<file path="src/rtl/countdown_arbiter.sv">
// countdown_arbiter: shares one seconds countdown timer among N_REQ requesters.
// Requests are latched, granted round-robin without preemption, and the timeout returns to the owner as o_done.
module countdown_arbiter #(
  parameter int N_REQ  = 3,
  parameter int TIME_W = 4
) (
  input  logic                    clk,
  input  logic                    rst_n,
  input  logic [N_REQ-1:0]        i_req,
  input  logic [N_REQ*TIME_W-1:0] i_req_sec,
  input  logic [N_REQ-1:0]        i_cancel,
  input  logic                    i_pause,
  input  logic                    i_timer_timeout,
  input  logic [TIME_W-1:0]       i_timer_val,
  output logic                    o_timer_start,
  output logic                    o_timer_en,
  output logic [TIME_W-1:0]       o_timer_sw,
  output logic [N_REQ-1:0]        o_grant,
  output logic [N_REQ-1:0]        o_done,
  output logic [N_REQ-1:0]        o_aborted,
  output logic                    o_busy,
  output logic [TIME_W-1:0]       o_owner_val
);

  localparam int PTR_W = (N_REQ > 1) ? $clog2(N_REQ) : 1;

  typedef enum logic [1:0] {
    IDLE = 2'd0,
    LOAD = 2'd1,
    RUN  = 2'd2,
    DONE = 2'd3
  } state_t;

  state_t              state;
  state_t              state_nxt;
  logic [N_REQ-1:0]    pending;
  logic [N_REQ-1:0]    pending_nxt;
  logic [TIME_W-1:0]   sec_q [N_REQ];
  logic [PTR_W-1:0]    rr_ptr;
  logic [PTR_W-1:0]    rr_ptr_nxt;
  logic [N_REQ-1:0]    grant_nxt;
  logic [N_REQ-1:0]    grant_clr;
  logic [N_REQ-1:0]    aborted_nxt;
  logic [N_REQ-1:0]    eligible;
  logic [TIME_W-1:0]   sw_nxt;
  logic [PTR_W-1:0]    winner_idx;
  logic                winner_vld;
  logic [PTR_W:0]      cand;
  logic                owner_cancel;

  // The job is owned from LOAD through RUN; a cancel in DONE is too late to abort it.
  assign owner_cancel = ((state == LOAD) || (state == RUN)) && (|(i_cancel & o_grant));

  // A requester cancelled this cycle is not a grant candidate, even if it re-requests.
  assign eligible = pending & ~i_cancel;

  always_comb begin
    winner_vld = 1'b0;
    winner_idx = '0;
    cand       = '0;
    for (int i = 0; i < N_REQ; i++) begin
      cand = {1'b0, rr_ptr} + (PTR_W+1)'(i);
      if (cand >= (PTR_W+1)'(N_REQ)) cand = cand - (PTR_W+1)'(N_REQ);
      if (!winner_vld && eligible[cand[PTR_W-1:0]]) begin
        winner_vld = 1'b1;
        winner_idx = cand[PTR_W-1:0];
      end
    end
  end

  always_comb begin
    state_nxt  = state;
    grant_nxt  = o_grant;
    grant_clr  = '0;
    sw_nxt     = o_timer_sw;
    rr_ptr_nxt = rr_ptr;
    case (state)
      IDLE: begin
        if (winner_vld) begin
          state_nxt             = LOAD;
          grant_nxt             = '0;
          grant_nxt[winner_idx] = 1'b1;
          grant_clr             = grant_nxt;
          sw_nxt                = sec_q[winner_idx];
          rr_ptr_nxt            = (winner_idx == PTR_W'(N_REQ - 1)) ? '0 : winner_idx + PTR_W'(1);
        end
      end
      LOAD: begin
        if (owner_cancel) begin
          state_nxt = IDLE;
          grant_nxt = '0;
        end else if (o_timer_sw == '0) begin
          state_nxt = DONE;
        end else begin
          state_nxt = RUN;
        end
      end
      RUN: begin
        // Cancel beats a coincident timeout: the owner asked to abandon the job.
        if (owner_cancel) begin
          state_nxt = IDLE;
          grant_nxt = '0;
        end else if (i_timer_timeout) begin
          state_nxt = DONE;
        end
      end
      DONE: begin
        state_nxt = IDLE;
        grant_nxt = '0;
      end
      default: begin
        state_nxt = IDLE;
        grant_nxt = '0;
      end
    endcase
  end

  // A new request always re-arms, so it is applied after the grant and cancel clears.
  assign pending_nxt = (pending & ~grant_clr & ~i_cancel) | i_req;
  assign aborted_nxt = i_cancel & (pending | (owner_cancel ? o_grant : '0));

  always_ff @(posedge clk or negedge rst_n) begin
    if (!rst_n) begin
      state      <= IDLE;
      pending    <= '0;
      rr_ptr     <= '0;
      o_grant    <= '0;
      o_timer_sw <= '0;
      o_aborted  <= '0;
      for (int k = 0; k < N_REQ; k++) sec_q[k] <= '0;
    end else begin
      state      <= state_nxt;
      pending    <= pending_nxt;
      rr_ptr     <= rr_ptr_nxt;
      o_grant    <= grant_nxt;
      o_timer_sw <= sw_nxt;
      o_aborted  <= aborted_nxt;
      for (int k = 0; k < N_REQ; k++) begin
        if (i_req[k]) sec_q[k] <= i_req_sec[k*TIME_W +: TIME_W];
      end
    end
  end

  assign o_timer_start = (state == LOAD);
  assign o_timer_en    = (state == RUN) && !i_pause;
  assign o_done        = (state == DONE) ? o_grant : '0;
  assign o_busy        = (state != IDLE);
  assign o_owner_val   = ((state == RUN) || (state == DONE)) ? i_timer_val : '0;

endmodule

</file>
<file path="config.mk">
export PLATFORM = sky130hd
export DESIGN_NAME = countdown_arbiter
export DESIGN_NICKNAME = d
export VERILOG_FILES = /design/src/rtl/countdown_arbiter.sv
export SDC_FILE = /design/constraint.sdc
export NUM_CORES = 1
export LEC_CHECK = 0
export CORE_ASPECT_RATIO = 1.2
export CORE_UTILIZATION = 47
export CTS_CLUSTER_DIAMETER = 200
export DETAILED_ROUTE_END_ITERATION = 16
export PLACE_DENSITY = 0.79
export SLEW_MARGIN = 20
export SYNTH_ARGS = -nofsm -noshare
export SYNTH_HDL_FRONTEND = slang
export SYNTH_SLANG_ARGS = --single-unit
</file>
<file path="constraint.sdc">
create_clock -name clk -period 3 [get_ports clk]
set_clock_uncertainty 0.1 [all_clocks]
set_input_delay 0.6 -clock clk [delete_from_list [all_inputs] [get_ports clk]]
set_output_delay 0.6 -clock clk [all_outputs]
set_load 0.005 [all_outputs]
</file>
==> flow_metrics.env <==
export IMPL_io_pins=46
export IMPL_dp_slack_ps=238
export IMPL_routed_top_layer="met4"
export IMPL_fillers=268
export IMPL_drv_slew=0
export IMPL_yosysTopAreaCellShare_pct=44.1
export IMPL_clock_sinks=29
export IMPL_max_vdd_ir_drop_v=0.000610
export IMPL_yosys_top_cells_count="dfrtp_1, nand2_1, mux2_2, nor2b_1, ha_1"
export IMPL_seq_area_um2=726
export IMPL_critPathKind="flop to output port"
export IMPL_tns_ps=0
export IMPL_synth_most_common_cell="dfrtp_1"
export IMPL_synth_distinct_cells=38
export IMPL_grt_antenna_before_repair=0
export IMPL_clk_pin_slew_ps=60
export IMPL_start_util_pct=49.3
export IMPL_drtIter0Drc=39
export IMPL_grt_max_degree=30
export IMPL_postCtsSetupBuffers=0
export IMPL_ant_nets=0
export IMPL_drcViolationCount=0
export IMPL_cts_tree="yes"
export IMPL_drt_pass1_iter_count=4
export IMPL_clock_latency_ps=290
export IMPL_synth_main_ff_cell="dfrtp_1"
export IMPL_async_reset_ff_share_pct=100
export IMPL_cts_root_buf="clkbuf_8"
export IMPL_ys_seq_elements=29
export IMPL_wl_met3_um=180
export IMPL_vias=1359
export IMPL_fin_crit_ps=2530
export IMPL_cp_start_kind="flop"
export IMPL_io_buffer_count=45
export IMPL_rsz0062_at_grt="no"
export IMPL_syn_to_final_growth_pct=37.6
export IMPL_synth_net_count=185
export IMPL_grt_pass1_wl_um=6680
export IMPL_cp_data_arrival_time_ps=1830
export IMPL_multi_input_area_um2=878
export IMPL_design_die_area_um2=3740
export IMPL_synth_edff_count=0
export IMPL_fmax_mhz=396
export IMPL_timing_max_cap_violations=0
export IMPL_fp_coreArea_um2=3340
export IMPL_synth_warnings=0
export IMPL_die_w_um=56.0
export IMPL_netlist_top_cells_area="dfrtp_1, mux2_2, ha_1"
export IMPL_row_count=23
export IMPL_antenna_cells=0
export IMPL_setup_ws_ps=474
export IMPL_viasPerCell=5.64
export IMPL_syn_mean_instance_area_um2=10.9
export IMPL_wl_met2_um=2150
export IMPL_leakagePower_nw=0.970
export IMPL_holdBufCountCts=0
export IMPL_syn_inst=151
export IMPL_fin_nets=237
export IMPL_layout_worst_path_cycle_share_pct=84.2
export IMPL_gp_congestion=0.824
export IMPL_grt_pass1_vias=1457
export IMPL_required_ps=2300
export IMPL_hold_viol=0
export IMPL_worstSetupEndpointType="output port"
export IMPL_dp_hpwl_um=2990
export IMPL_yosysSeqAreaShare_pct=44.1
export IMPL_synth_top_area_cell="dfrtp_1"
export IMPL_outcome="complete, no violations"
export IMPL_power_density_nw_per_um2=863
export IMPL_overflow=0
export IMPL_routedWlPerCell_um=16.2
export IMPL_htreeDepth=2
export IMPL_slew_headroom_pct=65.4
export IMPL_wl_met1_um=1440
export IMPL_cts_path_max_buffers=2
export IMPL_wirelength_um=3890
export IMPL_crit_path_max_fanout=5
export IMPL_worst_slew_pin_slew_ps=518
export IMPL_cts_buffers=5
export IMPL_cts_resized_gates=0
export IMPL_drive_above_1_share_pct=16.2
export IMPL_hp_class="flop to flop"
export IMPL_final_core_util_pct=67.8
export IMPL_grt_usage_pct=23.9
export IMPL_syn_area_um2=1640
export IMPL_setup_viol=0
export IMPL_die_h_um=66.8
==> stage by stage <==
step / std cells / hold WS [ps] / cell area (um2) / power, mW
floorplan: 151 / 204 / 1640 / 1.17
global placement: 233 / 396 / 2150 / 1.48
finish: 241 / 406 / 2260 / 1.95
global route: 241 / 438 / 2260 / 2.10
detailed placement: 233 / 397 / 2150 / 1.54
CTS: 241 / 411 / 2260 / 1.96
==> cell usage in the layout, fill, tap and decap left out, types with 4 or more instances in the layout <==
cell type        instances
nand2_1                 17
dfrtp_1                 29
nor2b_1                 11
mux2_2                  12
clkbuf_8                 6
ha_1                     8
inv_1                    6
o221ai_2                 4
clkdlybuf4s50_1         45
nand2b_1                 6
mux2i_1                  5
o21ai_0                  5
nor2_1                   6
==> critical path, stage by stage (launching register included) <==
cell             delay, ps
dfrtp_1                410
inv_1                  120
ha_1                   250
nor2_1                 110
nor2b_1                130
clkdlybuf4s50_1        520
==> final cells by class <==
class | count | area share (%)
clock inverter | 1 | 1.33
clock buffer | 7 | 3.82
sequential | 29 | 32.1
timing repair buffer | 48 | 20.9
tap | 37 | 2.05
inverter | 6 | 0.996
multi-input combinational | 113 | 38.8
==> final timing paths <==
path | endpoint | cells after the start | startpoint | slack, ps
worst max-delay path | o_owner_val[2] | 5 | state[0] | 470
worst min-delay path | sec_q[8] | 1 | sec_q[8] | 410
worst max register to register | o_timer_sw[2] | 8 | rr_ptr[0] | 530
worst min register to register | sec_q[8] | 1 | sec_q[8] | 410
max in group asynchronous | state[1] | 2 | rst_n | 1940
min in group asynchronous | o_aborted[0] | 2 | rst_n | 580
==> state kept, by name, indices dropped and copies added, names as in the netlist <==
register    count
sec_q          12
o_timer_sw      4
o_aborted       3
o_grant         3
pending         3
rr_ptr          2
state           2
==> metal layers <==
| layer | GRT usage [%] | up-vias |
|---|---|---|
| met1 | 23.3 | 654 |
| met5 | 0 | - |
| met2 | 45.4 | 51 |
| li1 | - | 639 |
| met3 | 6.60 | 15 |
| met4 | 13.1 | 0 |
==> power by group <==
| group | internal (mW) | switching [mW] |
|---|---|---|
| logic | 0.483 | 0.474 |
| registers | 0.489 | 0.0885 |
| clock network | 0.270 | 0.147 |
| total | 1.24 | 0.709 |
==> cell families (layout without fill, tap and decap cells) <==
| kind of cell | after synthesis | in the layout | synth area share (%) |
|---|---|---|---|
| mux | 17 | 17 | 11.3 |
| compound gates | 29 | 29 | 16.1 |
| buf+inv | 9 | 62 | 2.44 |
| flops | 29 | 29 | 44.1 |
| fa+ha+maj | 9 | 9 | 6.70 |
| simple gates | 58 | 58 | 19.4 |
No activity file was read; power rests on OpenSTA's default activity.
